### src/rtl/digit_pattern_gen.sv
// Multi-digit pattern generator: a prescaled step drives one of 16 pattern modes over N_DIGITS digits.
// Optional per-digit blink output is enabled by defining DIGIT_PATTERN_BLINK_EN.
module digit_pattern_gen #(
    parameter int unsigned N_DIGITS = 6,
    parameter int unsigned DIGIT_W  = 4,
    parameter int unsigned MAX_VAL  = 9,
    parameter int unsigned TICK_DIV = 25000000
) (
    input  logic                          clk,
    input  logic                          rst,
    input  logic                          mode_valid,
    input  logic [3:0]                    mode,
    output logic                          mode_ready,
    input  logic [DIGIT_W-1:0]            load_val,
    output logic [3:0]                    cur_mode,
    output logic [N_DIGITS*DIGIT_W-1:0]   digit_ctrl,
    output logic                          wrap
`ifdef DIGIT_PATTERN_BLINK_EN
    ,
    input  logic [N_DIGITS-1:0]           blink_mask,
    output logic [N_DIGITS-1:0]           digit_blank
`endif
);

    localparam int unsigned CNT_W = (TICK_DIV > 1) ? $clog2(TICK_DIV) : 1;
    localparam int unsigned POS_W = (N_DIGITS > 1) ? $clog2(N_DIGITS) : 1;
    localparam int unsigned HALF  = N_DIGITS / 2;

    localparam logic [DIGIT_W-1:0] MAXV     = DIGIT_W'(MAX_VAL);
    localparam logic [CNT_W-1:0]   CNT_LAST = CNT_W'(TICK_DIV - 1);
    localparam logic [POS_W-1:0]   POS_LAST = POS_W'(N_DIGITS - 1);

    localparam logic [3:0] MODE_HOLD    = 4'd0;
    localparam logic [3:0] MODE_LOAD    = 4'd1;
    localparam logic [3:0] MODE_INC     = 4'd2;
    localparam logic [3:0] MODE_DEC     = 4'd3;
    localparam logic [3:0] MODE_ROTL    = 4'd4;
    localparam logic [3:0] MODE_ROTR    = 4'd5;
    localparam logic [3:0] MODE_COMPL   = 4'd6;
    localparam logic [3:0] MODE_MIRROR  = 4'd7;
    localparam logic [3:0] MODE_CHASE_L = 4'd8;
    localparam logic [3:0] MODE_CHASE_R = 4'd9;

    logic [CNT_W-1:0]   presc;
    logic               step;
    logic               pend_valid;
    logic [3:0]         pend_mode;
    logic [DIGIT_W-1:0] phase;
    logic [POS_W-1:0]   pos;
    logic [DIGIT_W-1:0] val;

    logic [3:0]                  eff_mode;
    logic [DIGIT_W-1:0]          eff_phase;
    logic [POS_W-1:0]            eff_pos;
    logic [POS_W-1:0]            chase_idx;
    logic [N_DIGITS*DIGIT_W-1:0] digit_nxt;
    logic [DIGIT_W-1:0]          phase_nxt;
    logic [POS_W-1:0]            pos_nxt;
    logic [DIGIT_W-1:0]          val_nxt;
    logic                        wrap_nxt;

    // Out-of-range digits behave as MAX_VAL for arithmetic modes
    function automatic logic [DIGIT_W-1:0] clamp_digit(input logic [DIGIT_W-1:0] d);
        return (d > MAXV) ? MAXV : d;
    endfunction

    function automatic logic [DIGIT_W-1:0] inc_digit(input logic [DIGIT_W-1:0] d);
        logic [DIGIT_W-1:0] c;
        c = clamp_digit(d);
        return (c == MAXV) ? '0 : c + DIGIT_W'(1);
    endfunction

    function automatic logic [DIGIT_W-1:0] dec_digit(input logic [DIGIT_W-1:0] d);
        logic [DIGIT_W-1:0] c;
        c = clamp_digit(d);
        return (c == '0) ? MAXV : c - DIGIT_W'(1);
    endfunction

    assign step = (presc == CNT_LAST);

    always_ff @(posedge clk or posedge rst) begin
        if (rst) begin
            presc <= '0;
        end else if (step) begin
            presc <= '0;
        end else begin
            presc <= presc + CNT_W'(1);
        end
    end

    // Accepted requests wait in pend_* until the next step applies them
    always_ff @(posedge clk or posedge rst) begin
        if (rst) begin
            pend_valid <= 1'b0;
            pend_mode  <= '0;
            mode_ready <= 1'b1;
            cur_mode   <= '0;
        end else if (step && pend_valid) begin
            cur_mode   <= pend_mode;
            pend_valid <= 1'b0;
            mode_ready <= 1'b1;
        end else if (mode_valid && mode_ready) begin
            pend_mode  <= mode;
            pend_valid <= 1'b1;
            mode_ready <= 1'b0;
        end
    end

    // A mode switch restarts phase/pos and runs the new mode on the same step
    assign eff_mode  = pend_valid ? pend_mode : cur_mode;
    assign eff_phase = pend_valid ? '0 : phase;
    assign eff_pos   = pend_valid ? '0 : pos;

    always_comb begin
        digit_nxt = digit_ctrl;
        phase_nxt = eff_phase;
        pos_nxt   = eff_pos;
        val_nxt   = val;
        wrap_nxt  = 1'b0;
        chase_idx = (eff_mode == MODE_CHASE_R) ? (POS_LAST - eff_pos) : eff_pos;
        case (eff_mode)
            MODE_HOLD: ;
            MODE_LOAD: begin
                for (int unsigned i = 0; i < N_DIGITS; i++)
                    digit_nxt[i*DIGIT_W +: DIGIT_W] = clamp_digit(load_val);
            end
            MODE_INC: begin
                for (int unsigned i = 0; i < N_DIGITS; i++)
                    digit_nxt[i*DIGIT_W +: DIGIT_W] = inc_digit(digit_ctrl[i*DIGIT_W +: DIGIT_W]);
                wrap_nxt = (clamp_digit(digit_ctrl[DIGIT_W-1:0]) == MAXV);
            end
            MODE_DEC: begin
                for (int unsigned i = 0; i < N_DIGITS; i++)
                    digit_nxt[i*DIGIT_W +: DIGIT_W] = dec_digit(digit_ctrl[i*DIGIT_W +: DIGIT_W]);
                wrap_nxt = (clamp_digit(digit_ctrl[DIGIT_W-1:0]) == '0);
            end
            MODE_ROTL: begin
                for (int unsigned i = 0; i < N_DIGITS; i++)
                    digit_nxt[i*DIGIT_W +: DIGIT_W] =
                        digit_ctrl[((i + N_DIGITS - 1) % N_DIGITS)*DIGIT_W +: DIGIT_W];
            end
            MODE_ROTR: begin
                for (int unsigned i = 0; i < N_DIGITS; i++)
                    digit_nxt[i*DIGIT_W +: DIGIT_W] =
                        digit_ctrl[((i + 1) % N_DIGITS)*DIGIT_W +: DIGIT_W];
            end
            MODE_COMPL: begin
                for (int unsigned i = 0; i < N_DIGITS; i++)
                    digit_nxt[i*DIGIT_W +: DIGIT_W] =
                        MAXV - clamp_digit(digit_ctrl[i*DIGIT_W +: DIGIT_W]);
            end
            MODE_MIRROR: begin
                for (int unsigned i = 0; i < N_DIGITS; i++)
                    digit_nxt[i*DIGIT_W +: DIGIT_W] = (i < HALF) ? eff_phase : (MAXV - eff_phase);
                phase_nxt = (eff_phase == MAXV) ? '0 : eff_phase + DIGIT_W'(1);
                wrap_nxt  = (eff_phase == MAXV);
            end
            MODE_CHASE_L, MODE_CHASE_R: begin
                for (int unsigned i = 0; i < N_DIGITS; i++)
                    if (POS_W'(i) == chase_idx)
                        digit_nxt[i*DIGIT_W +: DIGIT_W] = val;
                if (eff_pos == POS_LAST) begin
                    pos_nxt  = '0;
                    val_nxt  = (val == MAXV) ? '0 : val + DIGIT_W'(1);
                    wrap_nxt = (val == MAXV);
                end else begin
                    pos_nxt = eff_pos + POS_W'(1);
                end
            end
            default: digit_nxt = '0;
        endcase
    end

    always_ff @(posedge clk or posedge rst) begin
        if (rst) begin
            digit_ctrl <= '0;
            phase      <= '0;
            pos        <= '0;
            val        <= '0;
            wrap       <= 1'b0;
        end else begin
            wrap <= step && wrap_nxt;
            if (step) begin
                digit_ctrl <= digit_nxt;
                phase      <= phase_nxt;
                pos        <= pos_nxt;
                val        <= val_nxt;
            end
        end
    end

`ifdef DIGIT_PATTERN_BLINK_EN
    logic blink_flag;

    always_ff @(posedge clk or posedge rst) begin
        if (rst) begin
            blink_flag  <= 1'b0;
            digit_blank <= '0;
        end else begin
            if (step) blink_flag <= ~blink_flag;
            digit_blank <= blink_mask & {N_DIGITS{blink_flag}};
        end
    end
`endif

endmodule

### config.mk
export PLATFORM = sky130hd
export DESIGN_NAME = digit_pattern_gen
export DESIGN_NICKNAME = d
export VERILOG_FILES = /design/src/rtl/digit_pattern_gen.sv
export SDC_FILE = /design/constraint.sdc
export NUM_CORES = 1
export LEC_CHECK = 0
export ABC_AREA = 1
export CORE_MARGIN = 2
export CORE_UTILIZATION = 59
export DETAILED_ROUTE_END_ITERATION = 16
export GPL_ROUTABILITY_DRIVEN = 0
export GPL_TIMING_DRIVEN = 0
export PLACE_DENSITY = 0.8
export SLEW_MARGIN = 20
export SYNTH_ARGS = -nofsm -noshare
export SYNTH_HDL_FRONTEND = slang
export SYNTH_SLANG_ARGS = --single-unit
### constraint.sdc
create_clock -name clk -period 2.8 [get_ports clk]
set_input_delay 0.56 -clock clk [delete_from_list [all_inputs] [get_ports clk]]
set_output_delay 0.56 -clock clk [all_outputs]
set_load 0.01 [all_outputs]
# After elaboration in Yosys (flattened, before gate mapping)
# Cells that the tools add are included.
# classes
order_cmp	7
n_reduce_logical	21
bitwise_logic	2
addsub	24
n_eq_ne	30
muxes	42
# ops
cell	count
case mux 24 bit (9 select lines)	1
2-to-1 mux 4 bit	30
== test 4 bit, second input constant	10
adder 4 x 1 -> 4 bit, second input constant	8
greater-than comparator 4 bit, second input constant	7
logical NOT 4 bit	7
subtractor 4 bit, first input constant	7
adder 25 x 1 -> 25 bit, second input constant	1
== test 25 bit, second input constant	1
2-to-1 mux 25 bit	1
subtractor 4 x 1 -> 4 bit, second input constant	6
AND reduction 3 bit	7
== test 4 x 3 -> 1 bit, second input constant	4
2-to-1 mux 3 bit	4
inequality test 2 bit, second input constant	6
== test 4 x 2 -> 1 bit, second input constant	2
== test 2 x 3 -> 1 bit, first input constant	2
== test 3 bit, first input constant	2
2-to-1 mux 1 bit	5
== test 4 x 1 -> 1 bit, second input constant	1
case mux 1 bit (4 select lines)	1
adder 3 x 1 -> 3 bit, second input constant	1
== test 1 x 3 -> 1 bit, first input constant	1
== test 3 bit, second input constant	1
other kinds (7)	10
# totals
out_inout_bits	30
register_bits	71
in_bits	11
wordCells	141

# Depth between registers and ports, before layout
# logic_depth
ltp_word	6
ltp_mapped	14
mapped_depth_nobuf	14

# Worst setup path after synthesis
# OpenSTA, ideal clock, no wires.
# synth_path
kind	register -> register
from	register pend_valid
to	register digit_ctrl[9]
period_less_slack_ps	1876
stages_incl_launch_ff	13
slack_ps	924
arrival_ps	1758
t_required_ps	2683
path_cell_list	dfrtp_1 inv_2 buf_6 nand2_1 ha_1 inv_1 nand3_1 nand2_1 nand2_2 o21ai_4 nand2_1 nand2_1 nand2_1
# synth_via
elab_chain_len	6
# synth_lines
item	line	text
from (decl)	46	logic pend_valid;
from (signal assigned)	94	pend_valid <= 1'b0;
from (signal assigned)	100	pend_valid <= 1'b0;
from (signal assigned)	104	pend_valid <= 1'b1;
2-to-1 mux 3 bit or 2-to-1 mux 4 bit (tied branches)	112, 110	
subtractor 3 bit or == test 4 bit (tied branches)	120, 121	
2-to-1 mux 3 bit	120	chase_idx = (eff_mode == MODE_CHASE_R) ? (POS_LAST - eff_pos) : eff_pos;
== test 2 x 3 -> 1 bit	160	if (POS_W'(i) == chase_idx)
inequality test 2 bit (no source line)	--	
AND reduction 3 bit (no source line)	--	
to (signal assigned)	184	digit_ctrl <= digit_nxt;
to (decl)	16	output logic [N_DIGITS*DIGIT_W-1:0] digit_ctrl,
# Parallel ways exist; a longest one is shown, timed or not.
# A chain may end at the register's enable or synchronous reset.

# Final worst setup path
# layout_path
from	register digit_ctrl[3]
to	register digit_ctrl[1]
# layout_via
elab_chain_len	5
# layout_lines
item	line	text
greater-than comparator 4 bit	64	return (d > MAXV) ? MAXV : d;
2-to-1 mux 4 bit (*)	64	
subtractor 4 x 1 -> 4 bit, or another cell as far along	76	return (c == '0) ? MAXV : c - DIGIT_W'(1);
2-to-1 mux 4 bit (on tied branches)	76, 70	
case mux 24 bit (9 select lines) (*)	121	case (eff_mode)
# Mark *: on every way between the ends. The rest lies on a longest branch, timed or not.

==> impl_metrics.ini <==
[sta]
slew_headroom_pct = 49.34
skew_ns = 0.01496
slew_violations = 0
fmax_mhz = 442.4
rsz0062_at_grt = no
setup_viol = 0
worst_pin_slew_ns = 0.7519
finalCritPeriodShare_pct = 80.73
finalHoldViolCount = 0
post-route-min-period_ns = 2.260

[logic_synthesis]
synthDistinctLibCells = 38
synthTopCellsByArea = dfrtp_1, nand2_1, inv_1
synth-xor-area-share_pct = 2.576
synth_compound_area_share_pct = 11.08
yosys.area.top_type = dfrtp_1
synth_top_family_by_area = simple AND/OR/NAND/NOR gates
post-synth-top-area-fraction_pct = 28.62
avgSynthCellArea_um2 = 6.496
synthesis.area_mm2 = 0.006120
ys_seq_area_share_pct = 29.05
synth-simple-area-share_pct = 41.48
syn_nets = 984
ys_ff_latch = 71
netlist_instances = 942
synth_adder_area_share_pct = 6.338
synthMuxAreaShare_pct = 0
yosysWarnings = 0

[layout]
drive_gt1_share_pct = 9.209
fin_nets = 1036
final_cell_count_no_fill = 1135
final_common_cell = nand2_1
diodes = 0
mostFrequentLayoutCells = nand2_1, inv_1, nor2_1
utilization_pct = 67.90
synthToLayoutAreaGrowth_pct = 13.00

[floorplan]
die_x_um = 105.8
dieHeight_um = 105.8
die_area_mm2 = 0.01120
ios = 41
coreArea_mm2 = 0.01018
rows = 37
initial_core_util_pct = 60.09

[clock_tree]
post_cts.repair.setup_buffers = 0
clk_latency_ns = 0.36
cts_hold_buf = 0
htree_levels = 3
cts_max_path_buffers = 2
path_clk_slew_ns = 0.08
clock-sinks = 71
tritoncts = yes
cts-root-buf = clkbuf_8
cts_resized = 0
cts_buffers = 9

[global_routing]
grt_pass1_wl_mm = 28.39
grt.overflow.total = 0
grt_start_max_net_pins = 49
first_global_vias = 5902
grt_usage_pct = 31.74
antenna_found_initial = 0

[placed_design]
port-buffer-count = 40
placed_cells = 1119
hpwl_mm = 12.84

[pwr]
power_density_mw_per_mm2 = 401.5
leakagePower_nw = 3.602
peakVddDrop_uv = 302.9

[routing]
drt-initial-drc-count = 593
viasPerCell = 5.582
avgRoutedWirePerCell_um = 15.01
vias = 6336
first_pass_iters = 5
drt_wl_total_mm = 17.04
drc = 0
drtAntennaViolNets = 0

[setup_path]
setup.worst_path.end_class = register
critPathKind = register to register
cp-start-kind = register
path_max_fanout = 10
worstRegToRegCells = 14
worst-endpoint-required_ns = 3.09
arrival_ns = 2.55

[worst_hold_path]
min_path_cells = 1
min_path_type = register to register

[job]
cap_violations = 0

[run_status]
outcome = finished, final reports clean
==> flip-flops by register name, indices dropped and copies added (netlist names) <==
name,cells
pend_valid,1
cur_mode,4
presc,25
mode_ready,1
pos,3
digit_ctrl,24
phase,4
val,4
wrap,1
pend_mode,4
==> synth_stat cells (all sizes together) <==
library cell / n
dfstp: 1
o2bb2ai: 3
dfrtp: 70
xor2: 15
ha: 31
xnor2: 3
o21ai: 74
nor3: 15
inv: 122
nand3b: 2
nand2: 315
nand3: 87
a21oi: 35
o22ai: 8
and2: 1
o211a: 1
a41oi: 1
nor4: 4
buf: 13
clkbuf: 1
a22oi: 1
nor2: 120
clkinv: 2
nor3b: 1
nand4: 16
==> cell type report <==
cell class | count | area (um2)
Clock buffer | 9 | 123.9
Clock inverter | 7 | 71.32
Tap cell | 136 | 170.2
Sequential cell | 71 | 1778
Multi-Input combinational cell | 733 | 3762
Buffer | 14 | 113.9
Timing Repair Buffer | 41 | 427.9
Fill cell | 967 | 3269
Inverter | 124 | 467.9
==> kinds of logic after synthesis <==
| group | Yosys count |
|---|---|
| AOI/OAI and AO/OA | 123 |
| xor gates and xnor gates | 18 |
| adders and majority gates | 31 |
| buffers and inverters | 138 |
| DFF | 71 |
| and+or+nand+nor | 561 |
==> report_power, final <==
part           internal (mW)  switching, mW  total (mW)
clock network          0.415          0.440       0.855
registers               1.05         0.0124        1.06
logic                  0.258          0.604       0.862
==> per-stage QoR <==
step                cell area, um2  setup TNS [ns]  hold WS [ns]  setup slack (ns)  power [mW]
finish                        6915               0        0.4678            0.5396       2.776
floorplan                     6120               0        0.4310            0.4451       1.718
detailed placement            6720               0        0.4624            0.6357       1.921
global placement              6690          -50.61        0.4528           -0.7280       1.912
global route                  6915               0        0.4892            0.4008       2.927
CTS                           6915               0        0.4738            0.6099       2.777
==> worst max-delay path: stages (launching register included) <==
cell	delay, ns
dfrtp_1	0.36
clkbuf_1	0.37
o21ai_0	0.22
nand2_1	0.19
inv_1	0.09
ha_1	0.20
nand2_1	0.10
nor2_1	0.08
a21oi_1	0.14
nand2_1	0.07
o21ai_0	0.09
nor2_1	0.06
nand2_1	0.08
nand3_1	0.08
nand2_1	0.08
==> worst paths after layout <==
| kind | startpoint | end | slack (ns) |
|---|---|---|---|
| worst max-delay path | digit_ctrl[3] | digit_ctrl[1] | 0.54 |
| worst min-delay path | presc[0] | presc[0] | 0.47 |
| worst max register to register | digit_ctrl[3] | digit_ctrl[1] | 0.54 |
| worst min register to register | presc[0] | presc[0] | 0.47 |
| max in group asynchronous | rst | digit_ctrl[11] | 1.75 |
| min in group asynchronous | rst | cur_mode[1] | 0.51 |
==> routing by layer <==
layer	track usage, %	vias to the layer above	part of all wire [%]
met4	12.41	0	3.2
met5	0	-	0
met3	6.926	53	10
met1	43.17	2852	43
met2	49.31	298	43
li1	-	3133	-
No activity file was read; power rests on OpenSTA's default activity.
==> patch: new RTL, same flow settings <==
Build with the macro `DIGIT_PATTERN_BLINK_EN` defined.
--- a/src/rtl/digit_pattern_gen.sv
+++ b/src/rtl/digit_pattern_gen.sv
@@ -1,5 +1,7 @@
 // Multi-digit pattern generator: a prescaled step drives one of 16 pattern modes over N_DIGITS digits.
 // Optional per-digit blink output is enabled by defining DIGIT_PATTERN_BLINK_EN.
+`define DIGIT_PATTERN_BLINK_EN
+
 module digit_pattern_gen #(
     parameter int unsigned N_DIGITS = 6,
     parameter int unsigned DIGIT_W  = 4,
Ports: changed (added blink_mask and digit_blank); port bits go from 41 to 53. No check against the original RTL was run, so the function may have changed too.
==> patch against the unedited design <==
First-iteration DRC count is 16% higher; clock power grew 2.8%; setup slack got worse by 0.11 ns; global-route usage decreased by 0.50 points; critical path depth shrank 1; area after synthesis is 7.3% higher; sequential cell count rose by 7; synthesized cell count is 7.1% higher; wire length rose by 5.2%; total power rose by 7.6%; design area up 8.2%; highest routed layer unchanged.
==> patch: results (changes against the unedited design) <==
- Port Buffer Count: 52 (+30%)
* Share of cells above drive strength 1: 0.0826 (-0.00953)
* Register area: 1950 µm² (+9.9%)
* Slowest Stage Delay on Critical Path: 0.39 ns (+0.02 ns)
- Post-synthesis instance total: 1,009 (+7.1%)
* Seq/Total Area, Yosys: 0.298 (+0.00697)
- The design area is 7480 µm² (+8.2%).
- The placement-stage worst setup slack came to 0.581 ns (-0.0546 ns).
- The clock skew came to 0.0102 ns (-0.00471 ns).
- The count of different cell masters after synthesis is 37 (-2.6%).
- The first-pass GRT wire length came to 29,000 µm (+2.2%).
- The total nets after synthesis was 1,061 (+7.8%).
- CP Max Fanout: 9 (-1)
- The layout buffer count excluding clock buffers came to 73 (+33%).
- The share of cell area taken by multi-input logic gates is 0.529 (-0.0150).
* Post-route non-filler standard cell count: 1,218 (+7.3%)
- The flow ran to the end, and the final reports show no timing, DRC or antenna violations.
- The non-clock inverter total of the final layout was 137 (+10%).
- TritonRoute pass-1 iters: 6 (+1)
- Total cell area at the placement stage: 7290 µm² (+8.5%)
* Post-DP HPWL: 13,500 µm (+5.0%)
- Vias: 6,715 (+6.0%)
- The largest registers in the layout are presc (25), digit_ctrl (24), digit_blank (6).
- The source-to-sink clock delay at the later pin of the worst-skew pair came to 0.38 ns (+0.02 ns).
* Multi-In Gates: 774 (+5.6%)
* Fraction of the mapped netlist area in adder cells: 0.0667 (+0.00332)
- The data arrival time at the worst-slack endpoint came to 2.63 ns (+0.08 ns).
* 1st-iter DRT viols: 689 (+16%)
* Via count of the first global-routing pass: 5,975 (+1.2%)
- List of most frequent post-synthesis cells: sky130_fd_sc_hd__nand2_1 (314), sky130_fd_sc_hd__inv_1 (132), sky130_fd_sc_hd__nor2_1 (122)
- The global-route usage over all layers came to 0.312 (-0.00505).
- The largest individual stage delay along the critical path comes from the cell sky130_fd_sc_hd__o21ai_1.
- The compound-gate portion of the synthesized area is 0.0955 (-0.0153).
- Xor and xnor fraction of the mapped netlist area: 0.0267 (+0.000920)
[patch: changes by cell type after synthesis, sizes merged, moves of 5 or more]
cell | unedited run | this run
a21oi | 35 | 25
dfrtp | 70 | 77
nand4 | 16 | 24
clkbuf | 1 | 7
nor2 | 120 | 141
nand2 | 315 | 343
inv | 122 | 137
nor3 | 15 | 20
nand3 | 87 | 66
[patch: cells by family after synthesis]
kind of cell,count (synthesis)
AO/OA/AOI/OAI,117
buffers and inverters,157
flip-flops,78
adder cells (fa/ha/maj),35
XOR/XNOR,20
AND/OR/NAND/NOR,602
[patch: power by group]
| part | leakage (nW) | internal, mW | switching, mW |
|---|---|---|---|
| registers | 0.929 | 1.15 | 0.0112 |
| clock network | 0.0952 | 0.420 | 0.458 |
| logic | 2.93 | 0.287 | 0.661 |
| total | 3.95 | 1.85 | 1.13 |
[patch: worst register-to-register path, cell delays in order, from the launching register on]
cell and delay, ns:
sky130_fd_sc_hd__dfrtp_1 0.35, sky130_fd_sc_hd__buf_2 0.25, sky130_fd_sc_hd__inv_1 0.13, sky130_fd_sc_hd__o21ai_1 0.39
sky130_fd_sc_hd__inv_1 0.13, sky130_fd_sc_hd__ha_1 0.23, sky130_fd_sc_hd__nand2_1 0.11, sky130_fd_sc_hd__nor2_1 0.06
sky130_fd_sc_hd__a21oi_1 0.19, sky130_fd_sc_hd__o21ai_0 0.10, sky130_fd_sc_hd__inv_1 0.06, sky130_fd_sc_hd__nand3_1 0.06
sky130_fd_sc_hd__nor2_1 0.11, sky130_fd_sc_hd__nor2_1 0.08
[patch: path summary, 6_finish.rpt]
check | start | slack (ns) | depth (start not counted) | to
hold / removal | presc[0]$_DFF_PP0_ | 0.46 | 1 | presc[0]$_DFF_PP0_
setup reg to reg | digit_ctrl[19]$_DFFE_PP0P_ | 0.43 | 13 | digit_ctrl[19]$_DFFE_PP0P_
setup / recovery | digit_ctrl[19]$_DFFE_PP0P_ | 0.43 | 13 | digit_ctrl[19]$_DFFE_PP0P_
min in group asynchronous | rst | 0.53 | 2 | digit_ctrl[5]$_DFFE_PP0P_
max in group asynchronous | rst | 1.71 | 3 | presc[9]$_DFF_PP0_
hold reg to reg | presc[0]$_DFF_PP0_ | 0.46 | 1 | presc[0]$_DFF_PP0_
[patch: through the flow]
step                hold slack, ns   util
floorplan                    0.432      -
global placement             0.451  0.670
detailed placement           0.462  0.673
CTS                          0.472  0.690
global route                 0.517  0.690
finish                       0.464  0.690
[patch: per-layer routing]
layer / vias up / part of all wire / GRT usage
li1: 3343 / - / -
met1: 3014 / 0.44 / 0.458
met2: 306 / 0.43 / 0.466
met3: 52 / 0.10 / 0.0427
met4: 0 / 0.031 / 0.120
met5: - / 0 / 0
